<file path="config.mk">
export PLATFORM = sky130hd
export DESIGN_NAME = mem_bus_router
export DESIGN_NICKNAME = d
export VERILOG_FILES = /design/src/rtl/mem_bus_router.sv
export SDC_FILE = /design/constraint.sdc
export NUM_CORES = 1
export LEC_CHECK = 0
export ABC_AREA = 1
export BUFFER_PORTS_ARGS = -buffer_cell sky130_fd_sc_hd__buf_2
export CAP_MARGIN = 10
export CORE_ASPECT_RATIO = 0.6
export CORE_MARGIN = 4
export CORE_UTILIZATION = 45
export CTS_BUF_LIST = sky130_fd_sc_hd__clkbuf_8
export DETAILED_ROUTE_END_ITERATION = 12
export PLACE_DENSITY_LB_ADDON = 0.08
export SKIP_LAST_GASP = 1
export SYNTH_ARGS = -nofsm -noshare
export SYNTH_HDL_FRONTEND = slang
export SYNTH_SLANG_ARGS = --single-unit
</file>
<file path="constraint.sdc">
create_clock -name clk -period 2.8 [get_ports clk]
set_clock_uncertainty 0.2 [all_clocks]
set_input_delay 0.14 -clock clk [delete_from_list [all_inputs] [get_ports clk]]
set_output_delay 0.14 -clock clk [all_outputs]
set_load 0.005 [all_outputs]
</file>
<file path="src/rtl/mem_bus_router.sv">
// Address-decoding router from the core data port to N memory-mapped devices.
// Single outstanding request; unmapped, read-only and timed-out accesses answer with an error.
module mem_bus_router #(
  parameter int                   MEM_W    = 32,
  parameter int                   N_DEV    = 4,
  parameter logic [N_DEV*32-1:0]  DEV_BASE = {32'h8000_0000, 32'h0000_2000, 32'h0000_1000, 32'h0000_0100},
  parameter logic [N_DEV*32-1:0]  DEV_MASK = {32'h8000_0000, 32'hFFFF_E000, 32'hFFFF_F000, 32'hFFFF_FFF0},
  parameter logic [N_DEV-1:0]     DEV_RO   = '0,
  parameter int                   TIMEOUT  = 255
) (
  input  logic                   clk,
  input  logic                   rst,
  input  logic                   mem_req_i,
  output logic                   mem_gnt_o,
  input  logic [31:0]            mem_addr_i,
  input  logic                   mem_we_i,
  input  logic [MEM_W/8-1:0]     mem_be_i,
  input  logic [MEM_W-1:0]       mem_wdata_i,
  output logic                   mem_rvalid_o,
  output logic                   mem_err_o,
  output logic [MEM_W-1:0]       mem_rdata_o,
  output logic [N_DEV-1:0]       dev_req_o,
  input  logic [N_DEV-1:0]       dev_gnt_i,
  output logic [31:0]            dev_addr_o,
  output logic                   dev_we_o,
  output logic [MEM_W/8-1:0]     dev_be_o,
  output logic [MEM_W-1:0]       dev_wdata_o,
  input  logic [N_DEV-1:0]       dev_rvalid_i,
  input  logic [N_DEV-1:0]       dev_err_i,
  input  logic [N_DEV*MEM_W-1:0] dev_rdata_i,
  output logic [7:0]             err_cnt_o
);

  localparam int BE_W  = MEM_W / 8;
  localparam int IDX_W = (N_DEV > 1) ? $clog2(N_DEV) : 1;
  localparam int CNT_W = (TIMEOUT > 0) ? $clog2(TIMEOUT + 1) : 1;

  typedef enum logic [2:0] {ST_IDLE, ST_ISSUE, ST_WAIT, ST_RESP, ST_ERR} state_t;

  typedef struct packed {
    logic [31:0]      addr;
    logic             we;
    logic [BE_W-1:0]  be;
    logic [MEM_W-1:0] wdata;
  } dev_cmd_t;

  state_t           r_state;
  dev_cmd_t         r_cmd;
  logic [IDX_W-1:0] r_idx;
  logic [N_DEV-1:0] r_dev_req;
  logic [CNT_W-1:0] r_cnt;
  logic             r_rvalid;
  logic             r_err;
  logic [MEM_W-1:0] r_rdata;
  logic [7:0]       r_err_cnt;

  logic [N_DEV-1:0] w_match;
  logic             w_hit;
  logic [IDX_W-1:0] w_idx;
  logic [31:0]      w_local_addr;
  logic             w_ro_err;
  logic [MEM_W-1:0] w_sel_rdata;
  logic             w_to_last;
  logic             w_to_hit;

  for (genvar g = 0; g < N_DEV; g++) begin : g_dec
    assign w_match[g] = (mem_addr_i & DEV_MASK[g*32 +: 32]) == DEV_BASE[g*32 +: 32];
  end

  // Scan high to low so the lowest matching index wins.
  always_comb begin
    w_hit = |w_match;
    w_idx = '0;
    for (int i = N_DEV - 1; i >= 0; i--)
      if (w_match[i]) w_idx = IDX_W'(i);
  end

  assign w_local_addr = mem_addr_i & ~DEV_MASK[w_idx*32 +: 32];
  assign w_ro_err     = mem_we_i & DEV_RO[w_idx];
  assign w_sel_rdata  = dev_rdata_i[r_idx*MEM_W +: MEM_W];

  // dev_req_o drops one cycle before the timeout fires so it is held exactly TIMEOUT cycles.
  assign w_to_last = (TIMEOUT != 0) && (r_cnt == CNT_W'(TIMEOUT - 1));
  assign w_to_hit  = (TIMEOUT != 0) && (r_cnt == CNT_W'(TIMEOUT));

  assign mem_gnt_o = mem_req_i && (r_state == ST_IDLE);

  always_ff @(posedge clk) begin
    if (rst) begin
      r_state   <= ST_IDLE;
      r_cmd     <= '0;
      r_idx     <= '0;
      r_dev_req <= '0;
      r_cnt     <= '0;
      r_rvalid  <= 1'b0;
      r_err     <= 1'b0;
      r_rdata   <= '0;
      r_err_cnt <= '0;
    end else begin
      r_rvalid <= 1'b0;
      r_err    <= 1'b0;
      r_rdata  <= '0;
      if (r_rvalid && r_err && (r_err_cnt != 8'hFF)) r_err_cnt <= r_err_cnt + 8'd1;

      case (r_state)
        ST_IDLE: begin
          if (mem_req_i) begin
            r_cnt <= '0;
            if (!w_hit || w_ro_err) begin
              r_state  <= ST_ERR;
              r_rvalid <= 1'b1;
              r_err    <= 1'b1;
            end else begin
              r_state     <= ST_ISSUE;
              r_idx       <= w_idx;
              r_cmd.addr  <= w_local_addr;
              r_cmd.we    <= mem_we_i;
              r_cmd.be    <= mem_be_i;
              r_cmd.wdata <= mem_wdata_i;
              r_dev_req   <= N_DEV'(1) << w_idx;
            end
          end
        end
        ST_ISSUE: begin
          r_cnt <= r_cnt + 1'b1;
          if (w_to_hit) begin
            r_state   <= ST_ERR;
            r_dev_req <= '0;
            r_rvalid  <= 1'b1;
            r_err     <= 1'b1;
          end else if (dev_gnt_i[r_idx]) begin
            r_state   <= ST_WAIT;
            r_dev_req <= '0;
          end else if (w_to_last) begin
            r_dev_req <= '0;
          end
        end
        ST_WAIT: begin
          r_cnt <= r_cnt + 1'b1;
          if (w_to_hit) begin
            r_state  <= ST_ERR;
            r_rvalid <= 1'b1;
            r_err    <= 1'b1;
          end else if (dev_rvalid_i[r_idx]) begin
            r_state  <= ST_RESP;
            r_rvalid <= 1'b1;
            r_err    <= dev_err_i[r_idx];
            r_rdata  <= r_cmd.we ? '0 : w_sel_rdata;
          end
        end
        ST_RESP: r_state <= ST_IDLE;
        ST_ERR:  r_state <= ST_IDLE;
        default: r_state <= ST_IDLE;
      endcase
    end
  end

  assign mem_rvalid_o = r_rvalid;
  assign mem_err_o    = r_err;
  assign mem_rdata_o  = r_rdata;
  assign dev_req_o    = r_dev_req;
  assign dev_addr_o   = r_cmd.addr;
  assign dev_we_o     = r_cmd.we;
  assign dev_be_o     = r_cmd.be;
  assign dev_wdata_o  = r_cmd.wdata;
  assign err_cnt_o    = r_err_cnt;

endmodule

</file>
==> metrics.txt, run 1 <==
CTS tree=built; synth unique cells=33; Die X=155 um; post-synth top area cell=dfxtp_1; Fmax achieved=373 MHz; Initial Util=0.458; initial antenna violation count=0; Synth async-reset ratio=0; arrival time at the worst endpoint=2840 ps; cell mode on critical path=dlygate4sd3_1; outcome=completed; min Tclk post-route=2680 ps; Post-Syn Area=5870 sq um; vias=7585; starting DRC count in detailed routing=644; FILL cells=974; pre-CTS setup slack=674 ps; drt total wl=23600 um; slowest stage cell on the critical path=dlygate4sd3_1; pwr/cell area=600 nW/um^2; first-pass GRT wire length=35600 um; Worst Path Max Fanout=25; post-route insts no fill=1546; number of CTS-inserted buffers=17; IO Port Bufs=326; CP startpoint kind=flop; dpl cells=1344; Post-DP Area=7570 sq um; syn nets=1102; slowest stage delay, CP=580 ps; GRT Util Overall=0.294; period utilization=0.958; syn avg cell area=6.62 sq um; Root Buffer Master=clkbuf_8; hold_ws=37.1 ps; Seq. cell area=2540 sq um; max-slew violations=0; critical path class=reg -> reg; most frequent cells in the layout=buf_2 (326), nand2_1 (204), nor2_1 (183); top-area cell type share of the netlist area=0.433; Max VDD drop=0.338 mV; Post-synth EDFFs=0; post-route worst setup slack=117 ps; share of layout cells above drive strength 1=0.281; sum of negative setup slack=0 ps; drt first pass iters=7; max_cap viols=0; DRC Markers=0; hpwl dp=15100 um; Placer Congestion=0.883; area of the multi-input gates=2820 sq um; final hold violations=0; grt total ovfl=0; family with the most delay on the worst path=buffers and inverters; Slew @ Worst Pin=689 ps; DRT antenna net count=0; #FFs+latches synth=127; Leak Pwr=4.80 nW; clock-pin slew on the worst setup and hold paths=80 ps; commonest non-fill, non-tap cell in the layout=buf_2; unrepaired setup endpoints after global routing=no; FP Rows=32; Syn. warnings=0; pin count of the biggest net entering global routing=79; drt via density=4.91; register area share after synthesis=0.433; worst path bufs/invs=5; Slew HR=0.541; most common flop cell mapped by yosys=dfxtp_1; Critical Path End Type=flop; post-route cell area=9710 sq um; critical-path cell list=inv_4 > buf_6 > buf_4 > o21ai_0 > dlygate4sd3_1 > a21oi_1 > dlygate4sd3_1; clk buf depth=2; clock sinks=127; core area=12800 sq um; final net count=1577; Worst-Skew Late Latency=410 ps; die area=15000 sq um; top post-synthesis cells by area=dfxtp_1 (43%), nand2_1 (13%), nor2_1 (12%); Die Span Y=96.5 um; Layout Area Growth over Synthesis=65.4%; final setup violation count=0; Critical Path RT=2960 ps; per-cell routed wire length=15.3 um; Ports=328; worst min-delay path class=in -> reg; H-tree depth=4; cell count after synthesis=887; vias in the first global route=7237
==> kinds of logic after synthesis <==
kind of cell	count (synthesis)	synth area share
AND/OR/NAND/NOR	431	0.291
buffers and inverters	115	0.0867
other	1	0.000639
flip-flops	127	0.433
adder cells (fa/ha/maj)	3	0.00639
AO/OA/AOI/OAI	210	0.182
==> area by class of cell <==
cell class | instances | share of cell area
Timing Repair Buffer | 508 | 0.355
Tap cell | 170 | 0.0219
Multi-Input combinational cell | 645 | 0.291
Clock buffer | 17 | 0.0241
Antenna cell | 1 | 0.000258
Inverter | 63 | 0.0247
Clock inverter | 15 | 0.0213
Sequential cell | 127 | 0.262
==> routing by layer <==
metal / wire [um] / GRT usage / part of all wire / up-vias
met5: 0 / 0 / 0 / -
met1: 9690 / 0.361 / 0.41 / 3429
met4: 750 / 0.117 / 0.032 / 0
met2: 11100 / 0.479 / 0.47 / 340
met3: 2100 / 0.101 / 0.089 / 54
li1: - / - / - / 3762
==> power by group <==
group,internal (W),switching [W],total [W]
Sequential,0.00201,0.000106,0.00212
Clock,0.000985,0.000788,0.00177
Combinational,0.000831,0.00110,0.00193
==> synthesized netlist by cell type, types with 7 or more instances <==
cell      instances
dfxtp_1         127
o21ai_0          81
nand2_1         204
buf_6             7
o21ai_1           9
buf_1            11
a21oi_1         113
inv_1            57
and2_1            9
nor2_1          183
nand3_1          25
buf_2             7
clkbuf_1         23
==> worst paths after layout <==
| path | start | endpoint | slack [ps] | cells past startpoint |
|---|---|---|---|---|
| max | r_idx[0] | mem_rdata_o[18] | 120 | 7 |
| min | mem_addr_i[31] | r_idx[0] | 40 | 5 |
| max reg2reg | r_idx[0] | mem_rdata_o[18] | 120 | 7 |
| min reg2reg | dev_addr_o[12] | dev_addr_o[12] | 260 | 2 |
==> state kept, by name (all words and copies together), names as in the netlist, 2 cells and up <==
register     count
dev_wdata_o     32
mem_rdata_o     32
dev_addr_o      31
err_cnt_o        8
r_cnt            8
dev_be_o         4
dev_req_o        4
r_state          3
r_idx            2
==> tightest hold or removal path, stage by stage <==
cell and delay, ps:
buf_2 110, inv_2 80, nand2_1 100, nand2_1 110
a21oi_1 60
==> metrics by stage <==
| step | power [W] | util |
|---|---|---|
| after detailed placement | 0.00377 | 0.591 |
| after global routing | 0.00618 | 0.758 |
| after CTS | 0.00581 | 0.757 |
| after global placement | 0.00376 | 0.591 |
| after floorplan | 0.00318 | - |
| final | 0.00583 | 0.758 |
==> what timing repair did <==
item	in CTS	in global routing
setup endpoints to repair	0	19
setup buffers	0	0
hold buffers	169	0
resized for setup	0	4
endpoints found under the hold margin	107	0
No activity file was read; power rests on OpenSTA's default activity.
==> run 2: changes to the inputs <==
--- a/config.mk
+++ b/config.mk
@@ -5,12 +5,12 @@
 export SDC_FILE = /design/constraint.sdc
 export NUM_CORES = 1
 export LEC_CHECK = 0
-export ABC_AREA = 1
+export ABC_AREA = 0
 export BUFFER_PORTS_ARGS = -buffer_cell sky130_fd_sc_hd__buf_2
 export CAP_MARGIN = 10
 export CORE_ASPECT_RATIO = 0.6
 export CORE_MARGIN = 4
-export CORE_UTILIZATION = 45
+export CORE_UTILIZATION = 49
 export CTS_BUF_LIST = sky130_fd_sc_hd__clkbuf_8
 export DETAILED_ROUTE_END_ITERATION = 12
 export PLACE_DENSITY_LB_ADDON = 0.08
==> run 2 against run 1 <==
  * Sequential share of layout area increased by 1.4 points
  * Critical endpoint is now mem_rdata_o[26]
  * Worst setup slack improved by 68 ps
  * Global-route usage increased by 4.5 points
==> metrics.txt, run 2 <==
outcome=completed (unchanged); initial antenna violation count=1 (was 0); postcts setup bufs=0 (unchanged); FP Rows=30 (was 32); critical-path cell list=buf_4 > mux4_2 > dlygate4sd3_1 > nor2b_1 (was inv_4 > buf_6 > buf_4 > o21ai_0 > dlygate4sd3_1 > a21oi_1 > dlygate4sd3_1); die area=13700 sq um (was 15000 sq um); vias=6760 (was 7585); Die Span Y=92.4 um (was 96.5 um); GRT Util Overall=0.339 (was 0.294); max-slew violations=0 (unchanged); first-pass GRT wire length=36500 um (was 35600 um); share of layout cells above drive strength 1=0.404 (was 0.281); cell count after synthesis=590 (was 887); unrepaired setup endpoints after global routing=no (unchanged); Post-DP Area=7470 sq um (was 7570 sq um); Ports=328 (unchanged); per-cell routed wire length=19.9 um (was 15.3 um); #FFs+latches synth=127 (unchanged); Slew HR=0.561 (was 0.541); register area share after synthesis=0.437 (was 0.433); post-synth top area cell=dfxtp_1 (unchanged); critical path class=reg -> reg (unchanged); pwr/cell area=515 nW/um^2 (was 600 nW/um^2); Root Buffer Master=clkbuf_8 (unchanged); CTS tree=built (unchanged); Worst Path Max Fanout=33 (was 25); number of CTS-inserted buffers=17 (unchanged); most common flop cell mapped by yosys=dfxtp_1 (unchanged); Critical Path End Type=flop (unchanged); clk buf depth=2 (unchanged); final hold violations=0 (unchanged); final net count=1243 (was 1577); synth unique cells=52 (was 33); critical path depth=4 (was 7); sum of negative setup slack=0 ps (unchanged); period utilization=0.934 (was 0.958); syn avg cell area=9.87 sq um (was 6.62 sq um); IO Port Bufs=326 (unchanged); most frequent cells in the layout=buf_2 (326), dlygate4sd3_1 (135), dfxtp_1 (126) (was buf_2 (326), nand2_1 (204), nor2_1 (183)); max_cap viols=0 (unchanged); Initial Util=0.509 (was 0.458); Critical Path RT=2900 ps (was 2960 ps); Worst-Skew Late Latency=430 ps (was 410 ps); drt via density=5.63 (was 4.91); core area=11400 sq um (was 12800 sq um); Syn. warnings=0 (unchanged); Synth async-reset ratio=0 (unchanged); H-tree depth=4 (unchanged); Placer Congestion=0.863 (was 0.883); starting DRC count in detailed routing=479 (was 644); arrival time at the worst endpoint=2710 ps (was 2840 ps); min Tclk post-route=2610 ps (was 2680 ps); Die X=149 um (was 155 um); post-route cell area=9200 sq um (was 9710 sq um); Post-Synth Simple-Gate Area=0.207 (was 0.291); Hold Path Stages=4 (was 5); post-synthesis xor/xnor area fraction=0.0165 (was 0); mux cell area share after synthesis=0.146 (was 0); final setup violation count=0 (unchanged); drt first pass iters=5 (was 7); worst path bufs/invs=2 (was 5); worst min-delay path class=in -> reg (unchanged); DRC Markers=0 (unchanged); largest family of logic cells by synthesized area=simple AND/OR/NAND/NOR gates (unchanged); hpwl dp=15100 um (about the same); pin count of the biggest net entering global routing=43 (was 79); vias in the first global route=7005 (was 7237); top post-synthesis cells by area=dfxtp_1 (44%), mux4_2 (14%), a21oi_1 (5.8%) (was dfxtp_1 (43%), nand2_1 (13%), nor2_1 (12%)); adder-cell share of the synthesized area=0.00645 (was 0.00639); Slew @ Worst Pin=659 ps (was 689 ps); Post-Syn Area=5820 sq um (was 5870 sq um); clock-pin slew on the worst setup and hold paths=70 ps (was 80 ps); Layout Area Growth over Synthesis=58.0% (was 65.4%); Post-synth EDFFs=0 (unchanged); top-area cell type share of the netlist area=0.437 (was 0.433); FF-to-FF path depth=4 (was 7); DRT antenna net count=0 (unchanged); commonest non-fill, non-tap cell in the layout=buf_2 (unchanged); slowest stage cell on the critical path=mux4_2 (was dlygate4sd3_1); CP startpoint kind=flop (unchanged); grt total ovfl=0 (unchanged); clock sinks=127 (unchanged); syn nets=805 (was 1102); slowest stage delay, CP=610 ps (was 580 ps); family with the most delay on the worst path=buffers and inverters (unchanged); Max VDD drop=0.324 mV (was 0.338 mV); top cells by count, synth=dfxtp_1 (127), a21oi_1 (67), nand3b_1 (41), nand2_1 (36), mux4_2 (35) (was nand2_1 (204), nor2_1 (183), dfxtp_1 (127), a21oi_1 (113), o21ai_0 (81)); most frequent cell after synthesis=dfxtp_1 (was nand2_1); Compound-Gate Fraction of Synth Area=0.134 (was 0.182); drt total wl=23900 um (was 23600 um); Leak Pwr=4.08 nW (was 4.80 nW); Fmax achieved=382 MHz (was 373 MHz)
## run 2: path summary, 6_finish.rpt
path,start,to,slack (ps)
worst min register to register,dev_addr_o[7],dev_addr_o[7],270
worst min-delay path,dev_err_i[0],mem_err_o,90
worst max register to register,r_idx[0],mem_rdata_o[26],190
worst max-delay path,r_idx[0],mem_rdata_o[26],190
## run 2: cell type report
type                            instances  area (sq um)
Timing Repair Buffer                  474          3090
Multi-Input combinational cell        405          2970
Sequential cell                       127          2540
Fill cell                             714          2250
Clock buffer                           17           234
Tap cell                              160           200
Clock inverter                         14           145
Inverter                                3          11.3
Antenna cell                            1          2.50
## run 2: where the power goes
group,switching [W],internal [W]
Clock,0.000761,0.000786
Combinational,0.000528,0.000659
Sequential,0.0000885,0.00191
## run 2: cells by family after synthesis
| kind of cell | Yosys count |
|---|---|
| AOI/OAI and AO/OA | 143 |
| adders and majority gates | 3 |
| other | 1 |
| xor gates and xnor gates | 11 |
| muxes | 41 |
| buffers and inverters | 58 |
| DFF | 127 |
| and+or+nand+nor | 206 |
## run 2: tightest hold or removal path: cells and delay by family
kind                   cells  cell delay, ps
AOI/OAI and AO/OA          1             140
buffers and inverters      1              70
muxes                      1             230
and+or+nand+nor            1             100
## run 2: what timing repair did
action / in CTS / in global routing
setup endpoints to repair: 0 / 0
gates resized for setup: 0 / 0
hold buffers: 135 / 0
hold endpoints to repair: 106 / 0
## run 2: stage by stage
step                utilization  power, W  setup WS (ps)  hold slack (ps)  std cells
detailed placement        0.652   0.00295            429              205       1034
global route              0.804   0.00494           31.4             92.3       1200
floorplan                     -   0.00258            758             65.7        590
global placement          0.652   0.00292            491              198       1034
CTS                       0.804   0.00469            216             68.3       1200
finish                    0.804   0.00474            185             94.4       1201
## run 2: layer usage
layer	global-route usage	vias to the layer above	wire, um
li1	-	3019	-
met1	0.378	3165	8460
met2	0.595	450	12000
met3	0.0949	124	2160
met4	0.173	2	1310
met5	0	-	11
